### src/rtl/score_bcd_convert_pkg.sv
// Shared constants, FSM encoding and helpers for the score/combo binary-to-BCD converter.
package score_bcd_convert_pkg;

    localparam int unsigned DIGITS_DEFAULT = 8;
    localparam int unsigned BIN_W_DEFAULT  = 27;
    localparam logic [26:0] SAT_VALUE      = 27'd99_999_999;

    typedef enum logic {
        IDLE  = 1'b0,
        SHIFT = 1'b1
    } state_t;

    // Largest value representable in 'digits' decimal digits (10^digits - 1).
    function automatic longint unsigned bcd_max(input int unsigned digits);
        longint unsigned v;
        v = 64'd1;
        for (int unsigned i = 0; i < digits; i++) begin
            v = v * 64'd10;
        end
        return v - 64'd1;
    endfunction

endpackage

### src/rtl/score_bcd_convert_if.sv
// Request/result bundle between the game logic and the BCD converter.
interface score_bcd_convert_if #(
    parameter int unsigned BIN_W  = 27,
    parameter int unsigned DIGITS = 8
);
    logic                  start;
    logic [BIN_W-1:0]      bin;
    logic                  busy;
    logic                  done;
    logic [4*DIGITS-1:0]   bcd;
    logic                  overflow;

    modport master (
        output start, bin,
        input  busy, done, bcd, overflow
    );

    modport slave (
        input  start, bin,
        output busy, done, bcd, overflow
    );
endinterface

### src/rtl/score_bcd_convert_bcd_digit_adj.sv
// Double-dabble digit cell: add 3 to a BCD digit that is 5 or more, carry out discarded.
module bcd_digit_adj (
    input  logic [3:0] din,
    output logic [3:0] dout_c
);
    assign dout_c = (din >= 4'd5) ? din + 4'd3 : din;
endmodule

### src/rtl/score_bcd_convert.sv
// Sequential binary-to-BCD converter (shift-add-3) feeding the seven-segment display driver.
// Values above 10^DIGITS-1 saturate to all nines and raise overflow.
module score_bcd_convert
    import score_bcd_convert_pkg::*;
#(
    parameter int unsigned BIN_W  = BIN_W_DEFAULT,
    parameter int unsigned DIGITS = DIGITS_DEFAULT
) (
    input  logic               clk,
    input  logic               reset,
    score_bcd_convert_if.slave conv
);

    localparam int unsigned     BCD_W   = 4 * DIGITS;
    localparam int unsigned     CNT_W   = $clog2(BIN_W + 1);
    localparam longint unsigned MAX_VAL = bcd_max(DIGITS);

    state_t             state_q, state_d;
    logic [CNT_W-1:0]   cnt_q, cnt_d;
    logic [BIN_W-1:0]   bin_q, bin_d;
    logic [BCD_W-1:0]   scr_q, scr_d;
    logic [BCD_W-1:0]   scr_adj_c;
    logic [BCD_W-1:0]   bcd_q, bcd_d;
    logic               ovf_pend_q, ovf_pend_d;
    logic               ovf_q, ovf_d;
    logic               busy_q, busy_d;
    logic               done_q, done_d;
    logic               in_range_c;
    logic               unused_msb_c;

    assign in_range_c = (64'(conv.bin) <= MAX_VAL);

    // Saturated input keeps the top digit below 8, so its adjusted MSB never shifts out.
    assign unused_msb_c = scr_adj_c[BCD_W-1];

    for (genvar g = 0; g < DIGITS; g++) begin : g_adj
        bcd_digit_adj u_adj (
            .din    (scr_q[4*g +: 4]),
            .dout_c (scr_adj_c[4*g +: 4])
        );
    end

    // Next-state and datapath update.
    always_comb begin
        state_d    = state_q;
        cnt_d      = cnt_q;
        bin_d      = bin_q;
        scr_d      = scr_q;
        bcd_d      = bcd_q;
        ovf_pend_d = ovf_pend_q;
        ovf_d      = ovf_q;
        busy_d     = busy_q;
        done_d     = 1'b0;

        case (state_q)
            IDLE: begin
                if (conv.start) begin
                    bin_d      = in_range_c ? conv.bin : BIN_W'(MAX_VAL);
                    ovf_pend_d = ~in_range_c;
                    scr_d      = '0;
                    cnt_d      = CNT_W'(BIN_W);
                    busy_d     = 1'b1;
                    state_d    = SHIFT;
                end
            end
            SHIFT: begin
                {scr_d, bin_d} = {scr_adj_c[BCD_W-2:0], bin_q, 1'b0};
                cnt_d          = cnt_q - CNT_W'(1);
                if (cnt_q == CNT_W'(1)) begin
                    bcd_d   = scr_d;
                    ovf_d   = ovf_pend_q;
                    done_d  = 1'b1;
                    busy_d  = 1'b0;
                    state_d = IDLE;
                end
            end
            default: begin
                state_d = IDLE;
                busy_d  = 1'b0;
            end
        endcase
    end

    // State and output registers; reset aborts any conversion in flight.
    always_ff @(posedge clk) begin
        if (reset) begin
            state_q    <= IDLE;
            cnt_q      <= '0;
            bin_q      <= '0;
            scr_q      <= '0;
            bcd_q      <= '0;
            ovf_pend_q <= 1'b0;
            ovf_q      <= 1'b0;
            busy_q     <= 1'b0;
            done_q     <= 1'b0;
        end else begin
            state_q    <= state_d;
            cnt_q      <= cnt_d;
            bin_q      <= bin_d;
            scr_q      <= scr_d;
            bcd_q      <= bcd_d;
            ovf_pend_q <= ovf_pend_d;
            ovf_q      <= ovf_d;
            busy_q     <= busy_d;
            done_q     <= done_d;
        end
    end

    assign conv.busy     = busy_q;
    assign conv.done     = done_q;
    assign conv.bcd      = bcd_q;
    assign conv.overflow = ovf_q;

endmodule

### src/flat_wrapper.sv
// flat-port wrapper written by rule: the top's interface ports become plain ports
module score_bcd_convert_flat import score_bcd_convert_pkg::*;
#(
    parameter int unsigned BIN_W  = BIN_W_DEFAULT,
    parameter int unsigned DIGITS = DIGITS_DEFAULT
)
  (clk, reset, conv_start, conv_bin, conv_busy, conv_done, conv_bcd, conv_overflow);
  score_bcd_convert_if #(.BIN_W(BIN_W), .DIGITS(DIGITS)) conv_i ();
  input  logic clk;
  input  logic reset;
  input wire logic [$bits(conv_i.start)-1:0] conv_start;
  input wire logic [$bits(conv_i.bin)-1:0] conv_bin;
  output wire logic [$bits(conv_i.busy)-1:0] conv_busy;
  output wire logic [$bits(conv_i.done)-1:0] conv_done;
  output wire logic [$bits(conv_i.bcd)-1:0] conv_bcd;
  output wire logic [$bits(conv_i.overflow)-1:0] conv_overflow;
  assign conv_i.start = conv_start;
  assign conv_i.bin = conv_bin;
  assign conv_busy = conv_i.busy;
  assign conv_done = conv_i.done;
  assign conv_bcd = conv_i.bcd;
  assign conv_overflow = conv_i.overflow;
  score_bcd_convert #(.BIN_W(BIN_W), .DIGITS(DIGITS)) u_core (.clk(clk), .reset(reset), .conv(conv_i));
endmodule
### config.mk
export PLATFORM = sky130hd
export DESIGN_NAME = score_bcd_convert_flat
export DESIGN_NICKNAME = d
export VERILOG_FILES = /design/src/rtl/score_bcd_convert_pkg.sv /design/src/rtl/score_bcd_convert_if.sv /design/src/rtl/score_bcd_convert_bcd_digit_adj.sv /design/src/rtl/score_bcd_convert.sv /design/src/flat_wrapper.sv
export SDC_FILE = /design/constraint.sdc
export NUM_CORES = 1
export LEC_CHECK = 0
export ABC_AREA = 1
export BUFFER_PORTS_ARGS = -buffer_cell sky130_fd_sc_hd__buf_2
export CAP_MARGIN = 15
export CELL_PAD_IN_SITES_DETAIL_PLACEMENT = 1
export CELL_PAD_IN_SITES_GLOBAL_PLACEMENT = 1
export CORE_MARGIN = 2
export CORE_UTILIZATION = 42
export DETAILED_ROUTE_END_ITERATION = 7
export GPL_TIMING_DRIVEN = 0
export PLACE_DENSITY_LB_ADDON = 0.1
export SYNTH_ARGS = -nofsm -noshare
export SYNTH_HDL_FRONTEND = slang
export SYNTH_SLANG_ARGS = --single-unit
### constraint.sdc
create_clock -name clk -period 1.7 [get_ports clk]
set_input_delay 0.34 -clock clk [delete_from_list [all_inputs] [get_ports clk]]
set_output_delay 0.34 -clock clk [all_outputs]
set_load 0.01 [all_outputs]
## After elaboration in Yosys (flattened, before gate mapping)

Index checks and enable logic that the tools add are counted.

| storage, ports and cells | value |
|---|---|
| output and inout port bits | 35 |
| bits of input ports | 30 |
| logic and storage cells | 58 |
| register bits | 101 |

| operators by class | value |
|---|---|
| add/sub/neg operators | 9 |
| mux-type cells | 22 |
| order comparisons | 9 |
| bitwise gates (word level) | 2 |
| equality and inequality tests | 3 |
| reduce and logical (&&, ||, !) cells | 4 |

Operator list:

| kind | count |
|---|---|
| case mux 32 bit (2 select lines) | 1 |
| 2-to-1 mux 27 bit | 2 |
| case mux 27 bit (2 select lines) | 1 |
| >= comparator 4 x 3 -> 1 bit (second input constant) | 8 |
| 2-to-1 mux 32 bit | 1 |
| adder 4 x 2 -> 4 bit (second input constant) | 7 |
| 2-to-1 mux 4 bit | 7 |
| <= comparator 27 bit (second input constant) | 1 |
| case mux 5 bit (2 select lines) | 1 |
| AND reduction 2 bit | 3 |
| == test 5 x 1 -> 1 bit (second input constant) | 1 |
| 2-to-1 mux 1 bit | 5 |
| 2-to-1 mux 5 bit | 1 |
| subtractor 5 x 1 -> 5 bit (second input constant) | 1 |
| inequality test 2 bit (second input constant) | 2 |
| case mux 1 bit (2 select lines) | 2 |
| adder 3 x 2 -> 3 bit (second input constant) | 1 |
| 2-to-1 mux 3 bit | 1 |
| NOT 1 bit | 2 |
| OR reduction 2 bit | 1 |

## Depth between registers and ports, before layout

Gate-level depths: netlist of the first run.

| logic depth | value |
|---|---|
| word-level depth | 4 |
| mapped depth | 10 |
| mapped depth without buffers | 10 |

## Cells and area by module

From an unflattened synthesis of the first run, not the netlist that was laid out.

| second synthesis, totals | value |
|---|---|
| cell total of the unflattened synthesis | 708 |
| area, all modules | 5063.6 um^2 |

Modules (own cells, without submodules):

| module | sequential area each (um^2) | cells an instance | area each (um^2) | instances |
|---|---|---|---|---|
| score_bcd_convert | 2021.9 | 524 | 3982.6 | 1 |
| bcd_digit_adj | 0.0 | 23 | 135.1 | 8 |

## Least setup slack after synthesis of the first run

Ideal clock, no wire load.

| timing path | value |
|---|---|
| path kind | register -> register |
| start | register u_core.scr_q[17] |
| end | register u_core.scr_q[18] |
| clock period less this slack | 1.356 ns |
| data required time | 1.585 ns |
| setup time | 0.115 ns |
| slack | 0.344 ns |
| path buffers | 0 |
| data arrival time | 1.241 ns |
| cell stages (with the launch flop) | 10 |
| cells stage by stage | dfxtp_1 inv_1 ha_1 nand2_1 nand2_1 nor2_1 nor2_1 a21oi_1 nor2_1 o21a_1 |

| between the ends | value |
|---|---|
| longest elaborated chain between the ends | 3 |
| elaborated cells between the ends (all ways) | 4 |
| those cells by class | add/sub (1); order compare (1); mux (2) |

Ends and longest elaborated chain:

| what | RTL line | RTL |
|---|---|---|
| start: declaration | score_bcd_convert.sv:21 | `logic [BCD_W-1:0] scr_q, scr_d;` |
| start signal: assignment | score_bcd_convert.sv:100 | `scr_q <= scr_d;` |
| adder 4 x 2 -> 4 bit or >= comparator 4 x 3 -> 1 bit (tied branches) | score_bcd_convert_bcd_digit_adj.sv:6 | `assign dout_c = (din >= 4'd5) ? din + 4'd3 : din;` |
| 2-to-1 mux 4 bit * | score_bcd_convert_bcd_digit_adj.sv:6 |  |
| case mux 32 bit (2 select lines) * | score_bcd_convert.sv:55 | `case (state_q)` |

Mark *: on every way between the ends. The rest lies on a longest branch, timed or not.
A chain may end at the register's enable or synchronous reset.

## Final worst setup path of the first run

| timing path | value |
|---|---|
| start | register u_core.cnt_q[1] |
| end | register u_core.bcd_q[0], in the netlist u_core.conv.bcd[0] |

| between the ends | value |
|---|---|
| longest elaborated chain between the ends | 2 |

Ends and longest elaborated chain:

| what | RTL line | RTL |
|---|---|---|
| start: declaration | score_bcd_convert.sv:19 | `logic [CNT_W-1:0] cnt_q, cnt_d;` |
| start signal: assignment | score_bcd_convert.sv:98 | `cnt_q <= cnt_d;` |
| == test 5 x 1 -> 1 bit | score_bcd_convert.sv:69 | `if (cnt_q == CNT_W'(1)) begin` |
| AND reduction 2 bit (no source line) | n/a |  |
| end signal: assignment | score_bcd_convert.sv:91 | `bcd_q <= '0;` |
| end signal: assignment | score_bcd_convert.sv:101 | `bcd_q <= bcd_d;` |
| end: declaration | score_bcd_convert.sv:23 | `logic [BCD_W-1:0] bcd_q, bcd_d;` |

Every way passes these cells.

==> results of run 1 <==
[stage by stage]
step | worst slack, ps | hold WS (ps) | util [%]
after floorplan | 344.3 | 438.3 | -
after global placement | 78.42 | 454.0 | 47.96
after detailed placement | 22.88 | 458.5 | 47.96
after CTS | 13.48 | 204.7 | 50.64
after global routing | -5.541 | 219.3 | 51.03
final | 97.99 | 211.1 | 51.03
[tightest hold or removal path, stage by stage]
cell and delay [ps]:
buf_2 90, a21oi_1 50, nand2_1 60
[worst max path at each step]
| stage | endpoint | cells after the start |
|---|---|---|
| final | u_core.conv.bcd[0] | 9 |
| after global placement | u_core.conv.bcd[19] | 7 |
| after detailed placement | u_core.conv.bcd[26] | 7 |
| after CTS | u_core.conv.bcd[23] | 7 |
| after floorplan | u_core.scr_q[18] | 9 |
| after global routing | u_core.conv.bcd[0] | 9 |
[kinds of logic (layout without fill, tap and decap cells)]
kind of cell,Yosys count,count (layout),synth area share [%]
buf+inv,101,181,8.930
fa+ha+maj,18,18,4.742
flops,101,101,42.57
compound gates,150,150,18.70
xor+xnor,13,13,2.397
simple gates,250,250,22.66
[cell usage in the layout, fill, tap and decap left out, drive strengths merged]
| cell type | netlist | final |
|---|---|---|
| a221oi | 2 | 2 |
| a31oi | 1 | 1 |
| a32oi | 1 | 1 |
| nand2 | 120 | 120 |
| nor3b | 1 | 1 |
| a21oi | 51 | 51 |
| nor3 | 1 | 1 |
| nor2 | 67 | 67 |
| and2 | 3 | 3 |
| buf | 23 | 87 |
| xor2 | 13 | 13 |
| inv | 68 | 69 |
| a21boi | 1 | 1 |
| bufinv | 0 | 1 |
| clkinv | 1 | 4 |
| o21ai | 53 | 53 |
| nand4 | 9 | 9 |
| o31ai | 1 | 1 |
| clkbuf | 9 | 20 |
| a22oi | 15 | 15 |
| nor4 | 1 | 1 |
| nand3 | 47 | 47 |
| a311oi | 1 | 1 |
| o22ai | 7 | 7 |
| a22o | 10 | 10 |
| dfxtp | 101 | 101 |
| o21a | 7 | 7 |
| nand3b | 1 | 1 |
| ha | 18 | 18 |
[area by class of cell]
cell class                 count  area, sq um
fill                        1403         5355
multi-input combinational    431         2340
sequential                   101         2024
timing repair buffer          64        320.3
inverter                      69        259.0
clock buffer                  11        242.7
tap                          140        175.2
buffer                        32        168.9
clock inverter                 5        50.05
[registers in the layout, summed over array words and instances, names as in the netlist]
register	count
u_core.conv.bcd	32
u_core.conv.overflow	1
u_core.scr_q	32
u_core.ovf_pend_q	1
u_core.bin_q	27
u_core.cnt_q	5
u_core.state_q	1
u_core.conv.done	1
u_core.conv.busy	1
[routing by layer]
| metal | vias up | track usage, % |
|---|---|---|
| li1 | 2247 | - |
| met1 | 2149 | 31.32 |
| met2 | 84 | 41.24 |
| met3 | 20 | 3.939 |
| met4 | 0 | 8.482 |
| met5 | - | 0 |
[power groups by stage]
stage	combinational (mW)	sequential, mW	clock (mW)
after global placement	0.441	2.53	0
final	0.455	2.48	2.09
after global routing	0.510	2.49	2.23
after floorplan	0.289	2.52	0
after CTS	0.455	2.48	2.12
after detailed placement	0.451	2.53	0
[what timing repair did]
| action | 4_1_cts | 5_1_grt |
|---|---|---|
| endpoints found under the setup margin | 0 | 46 |
| gates resized for setup | 0 | 23 |
| endpoints found under the hold margin | 0 | 0 |
==> results.md, run 1 <==
* Fmax at 624.2 MHz
* ANT nets after route at 0
* Largest area contributor in the netlist: dfxtp_1
* Syn avg cell area at 7.503 sq um
* Top_reg_cell synth: dfxtp_1
* CP Launch Type: register
* Setup bufs post-CTS at 0
* Setup TNS at 0 ps
* P_leak at 2.405 nW
* M1 wire length at 6271 microns
* Clk Latency, worst-skew pair at 360 ps
* Clock Skews at 7.585 ps
* Met3 wire len at 511 microns
* GP Congestion at 0.8981
* Layout cells sized above 1 at 17.95%
* Number of synthesized flops with an enable pin at 0
* Critical Path AT at 1900 ps
* Syn nets at 681
* Crit-path leading delay family: simple AND/OR/NAND/NOR gates
* Worst reg2reg path depth at 9
* Worst Path Required at 2000 ps
* Core area at 10940 sq um
* CTS Hold Buffers Added at 0
* Total number of vias at 4500
* Finish-stage setup viols at 0
* Critical path's largest stage delay at 320 ps
* Chip width at 110.3 microns
* ANT cells at 0
* Max-Cap Viols at 0
* CTS Sinks at 101
* Async S/R FF share, synth at 0%
* Area share of the largest cell type after synthesis at 42.57%
* Final period utilization at 94.24%
* Slowest CP cell: dfxtp_1
* Worst-path clk slew at 70 ps
* Pint at 3.761 mW
* Launch point of the worst path: u_core.cnt_q[1]
* TritonCTS clock tree: built
* Layout area overhead at 17.49%
* Hold WC Path Type: primary input to register
* Per-cell routed wire length at 16.03 microns
* Die Height at 110.3 microns
* Fin crit period at 1602 ps
* Synth Instances at 633
* Worst path bufs/invs at 3
* Clock buffer count from CTS at 9
* Sequential share of the synthesized area at 42.57%
* Vias in the first global route at 4541
* Final-report hold violation count at 0
* Clock root cell: clkbuf_16
* H-tree levels at 3
* Crit. End Element: register
* Die ar. at 12170 sq um
* Port bufs at 64
* Part of the power in the clock network at 41.6%
* Most instantiated cells after synthesis: 118 x nand2_1, 101 x dfxtp_1, 67 x inv_1
* Max Root-Sink Buffers at 2
* GRT Overall Usage at 24.32%
* Initial Util at 43.43%
* Reg2reg start: u_core.cnt_q[1]
* Worst Path Class, Setup: register to register
* Vias/cell at 5.275
* Dpl hpwl at 9866 microns
* Slew headroom at 56.68%
* Antenna violations before repair at 0
* Worst VDD drop at 0.5818 mV
* Wire length on met2 at 6597 microns
* Cell Area, Synth at 4750 sq um
* DRC at 0
* Detailed Routing Iterations Pass 1 at 5
* Actual slew at the worst max-slew pin at 649.9 ps
* Net count, final at 756
* DRT Wirelength at 13670 microns
* FP Rows at 38
* Crit path max fanout at 10
* Largest cells by area after synthesis: dfxtp_1 43%, nand2_1 9.3%, a21oi_1 5.4%, inv_1 5.3%, o21ai_0 5.3%
* Worst hold start: conv_bin[7]
* Tot Pwr at 5.026 mW
* Final slew viol count at 0
* Top-count cell post-synth: nand2_1
* First-pass GRT wire length at 22560 microns
* Setup slack, reg-to-reg at 100 ps
* Outcome: complete, no violations
* Netlist cell types at 40
* Reg power frac at 49.3%
* Largest net degree at the start of global routing at 16
* Top sig layer: met4
* Final non-filler cell total at 853
* Most used cell, CP: nand2_1
* DR iter-0 viols at 191
* Switch share at 25.18%
* Cell Area, Placed at 5245 sq um
* Overflow after GRT at 0
* Yosys warns at 0
* Worst min-delay path endpoint: u_core.bin_q[7]
* Logic pwr share at 9.1%
* Placed insts at 837
* WHS Path Cells at 3
* PD cells at 900.7 nW/um^2
* #FFs+latches synth at 101
* Critical path cell sequence: inv_1, ha_1, nand3_1, nor2_2, nand2_1, inv_1, buf_4, nand2_1, nand2_1
* NetSw at 1.265 mW
* Reg2reg end: u_core.conv.bcd[0]
* Finished layout cell area at 5580 sq um
* IO Pins at 65
Note: power is estimated with default switching activity, not from simulation.
==> inputs of run 2 (changes only) <==
--- a/config.mk
+++ b/config.mk
@@ -5,7 +5,6 @@
 export SDC_FILE = /design/constraint.sdc
 export NUM_CORES = 1
 export LEC_CHECK = 0
-export ABC_AREA = 1
 export BUFFER_PORTS_ARGS = -buffer_cell sky130_fd_sc_hd__buf_2
 export CAP_MARGIN = 15
 export CELL_PAD_IN_SITES_DETAIL_PLACEMENT = 1
==> constraint.sdc (replaced) <==
create_clock -name clk -period 1.6 [get_ports clk]
set_input_delay 0.32 -clock clk [delete_from_list [all_inputs] [get_ports clk]]
set_output_delay 0.32 -clock clk [all_outputs]
set_load 0.01 [all_outputs]
==> run 2 against run 1 <==
  * First-iteration DRC count decreased by 24%
  * Clock power about the same
  * Worst hold slack improved by 4.1 ps
  * Global-route usage increased by 0.39 points
  * Via count increased by 3.9%
  * Design area increased by 5.5%
  * Synthesized area increased by 1.6%
  * Clock skew decreased by 2.4 ps
  * Count of clock-buffer cells in the layout unchanged
  * Largest power group unchanged
  * Highest routed layer unchanged
==> results.md, run 2 <==
* Layout cells sized above 1 at 22.02% (+4.1 points)
* Setup crit end: u_core.conv.bcd[29]
* Max Root-Sink Buffers at 2 (unchanged)
* Die Height at 111.2 microns (+0.78%)
* Setup slack, reg-to-reg at 50 ps (-50 ps)
* Top sig layer: met4
* GP Congestion at 0.8337 (-7.2%)
* M1 wire length at 6780 microns (+8.1%)
* Number of synthesized flops with an enable pin at 0 (unchanged)
* Slew headroom at 50.19% (-6.5 points)
* Per-cell routed wire length at 18.23 microns (+14%)
* H-tree levels at 3 (unchanged)
* Critical Path AT at 1820 ps (-80 ps)
* IO Pins at 65 (unchanged)
* Worst-path clk slew at 70 ps (about the same)
* ANT nets after route at 0 (unchanged)
* Net count, final at 748 (-1.1%)
* Final-report hold violation count at 0 (unchanged)
* Synth Instances at 618 (-2.4%)
* Largest cells by area after synthesis: dfxtp_1 42%, a21oi_1 9.5%, nor2_1 6.1%, nand2_1 5.3%, ha_1 4.7%
* Met3 wire len at 549 microns (+7.4%)
* GRT Overall Usage at 24.70% (+0.39 points)
* Setup TNS at 0 ps (unchanged)
* Chip width at 111.2 microns (+0.78%)
* Clock root cell: clkbuf_16
* Crit path max fanout at 4 (-6)
* FP Rows at 39 (+2.6%)
* Wire length on met2 at 7839 microns (+19%)
* Clock Skews at 5.172 ps (-2.413 ps)
* DR iter-0 viols at 145 (-24%)
* Crit. End Element: register
* Core area at 11320 sq um (+3.5%)
* Most instantiated cells after synthesis: 101 x dfxtp_1, 92 x a21oi_1, 79 x nor2_1
* Worst VDD drop at 0.4186 mV (-28%)
* CP Launch Type: register
* Reg2reg end: u_core.conv.bcd[29]
* Worst hold start: conv_bin[0]
* Layout area overhead at 21.93%
* Worst Path Class, Setup: register to register
* First-pass GRT wire length at 24300 microns (+7.7%)
* Port bufs at 62 (-3.1%)
* CTS Sinks at 101 (unchanged)
* RSZ-0062 raised after global routing: true
* Finish-stage setup viols at 0 (unchanged)
* #FFs+latches synth at 101 (unchanged)
* Worst Path Required at 1870 ps (-130 ps)
* Detailed Routing Iterations Pass 1 at 4 (-1)
* Actual slew at the worst max-slew pin at 747.2 ps (+97.34 ps)
* Fmax at 644.1 MHz (+3.2%)
* Commonest non-fill, non-tap cell in the layout: dfxtp_1
* Vias in the first global route at 4813 (+6.0%)
* Final period utilization at 97.03% (+2.8 points)
* Top-count cell post-synth: dfxtp_1
* Largest net degree at the start of global routing at 16 (unchanged)
* Largest area contributor in the netlist: dfxtp_1
* Area share of the largest cell type after synthesis at 41.89% (-0.68 points)
* Placed insts at 823 (-1.7%)
* Hold WC Path Type: primary input to register
* Commonest non-fill, non-tap cells in the layout: 94 x dfxtp_1, 83 x a21oi_1, 77 x nor2_1, 71 x buf_2, 68 x nand2_1
* Sequential share of the synthesized area at 41.89% (-0.68 points)
* Dpl hpwl at 10670 microns (+8.2%)
* Max-Cap Viols at 0 (unchanged)
* Yosys warns at 0 (unchanged)
* TritonCTS clock tree: built
* DRC at 0 (unchanged)
* Total number of vias at 4674 (+3.9%)
* Clock buffer count from CTS at 9 (unchanged)
* Fin crit period at 1553 ps (-49.49 ps)
* ANT cells at 0 (unchanged)
* Cell Area, Synth at 4827 sq um (+1.6%)
* Clk Latency, worst-skew pair at 350 ps (about the same)
* Outcome: complete, no violations
* Syn avg cell area at 7.811 sq um (+4.1%)
* DRT Wirelength at 15440 microns (+13%)
* Launch point of the worst path: u_core.scr_q[29]
* Overflow after GRT at 0 (unchanged)
* Initial Util at 42.64% (-0.79 points)
* Final slew viol count at 0 (unchanged)
* Reg2reg start: u_core.scr_q[29]
* PD cells at 911.3 nW/um^2 (+1.2%)
* Worst reg2reg path depth at 8 (-1)
* Vias/cell at 5.518 (+4.6%)
* Die ar. at 12370 sq um (+1.6%)
* Netlist cell types at 37 (-7.5%)
* Antenna violations before repair at 0 (unchanged)
* Final non-filler cell total at 847 (-0.70%)
* Top_reg_cell synth: dfxtp_1
* Syn nets at 666 (-2.2%)
* Async S/R FF share, synth at 0% (unchanged)
* P_leak at 2.252 nW (-6.4%)
[run 2: cell types whose count changed after synthesis, sizes merged, moves of 28 or more]
| cell | before | now |
|---|---|---|
| nand2 | 120 | 68 |
| a21oi | 51 | 92 |
| nor3 | 1 | 41 |
| nand3 | 47 | 10 |
| inv | 68 | 32 |
| o21ai | 53 | 25 |
[run 2: area by class of cell]
cell class / count / area, sq um
Multi-Input combinational cell: 441 / 2675
Tap cell: 143 / 178.9
Sequential cell: 101 / 2031
Clock buffer: 11 / 242.7
Clock inverter: 4 / 25.02
Buffer: 44 / 231.5
Inverter: 32 / 123.9
Timing Repair Buffer: 71 / 377.9
Fill cell: 1452 / 5435
[run 2: cells by family (layout without fill, tap and decap cells)]
logic type	after synthesis	after routing	share of synthesized area [%]
multiplexers	9	9	1.866
AND/OR/NAND/NOR	237	237	22.63
adder cells (fa/ha/maj)	18	18	4.666
flip-flops	101	101	41.89
buffers and inverters	76	162	6.454
XOR/XNOR	8	8	1.452
AO/OA/AOI/OAI	169	169	21.05
[run 2: power by group]
group          internal [mW]  leakage [nW]  switching [mW]
sequential              2.61         0.825          0.0594
clock                   1.09         0.127           0.978
combinational          0.220          1.30           0.415
[run 2: worst min path at each step]
stage                                     to  cells past startpoint
after floorplan             u_core.bin_q[21]                      2
after detailed placement  u_core.conv.bcd[0]                      2
after global routing         u_core.bin_q[0]                      3
final                        u_core.bin_q[0]                      3
after global placement      u_core.bin_q[22]                      2
after CTS                    u_core.bin_q[0]                      3
[run 2: per-stage QoR]
stage / hold slack, ps / area [sq um] / setup slack (ps) / total power, mW / util, %
after global routing: 234.8 / 5886 / -58.75 / 5.581 / 51.99
after global placement: 437.4 / 5316 / -180.8 / 3.294 / 46.96
final: 215.2 / 5886 / 47.48 / 5.364 / 51.99
after CTS: 215.5 / 5669 / 0.2534 / 5.371 / 50.08
after detailed placement: 448.8 / 5316 / -200.0 / 3.315 / 46.96
after floorplan: 432.0 / 4827 / 184.4 / 3.075 / -
[run 2: timing repair]
action | CTS | global route
resized for setup | 23 | 57
pin swaps | 2 | 8
setup buffers | 4 | 5
hold buffers | 0 | 0
gates cloned | 0 | 0
setup endpoints to repair | 64 | 68
[run 2: layer usage]
metal / vias to the layer above / track usage [%]
met1: 2267 / 30.91
met2: 93 / 44.07
met4: 0 / 8.560
met3: 18 / 2.679
met5: - / 0
li1: 2296 / -
[run 2: worst max-delay path, cell delays in order, from the launching register on]
cell	delay, ps
dfxtp_1	310
inv_1	90
ha_1	200
nand2b_1	160
a21oi_2	170
buf_4	140
xnor2_1	150
nand2_1	100
a21oi_1	150
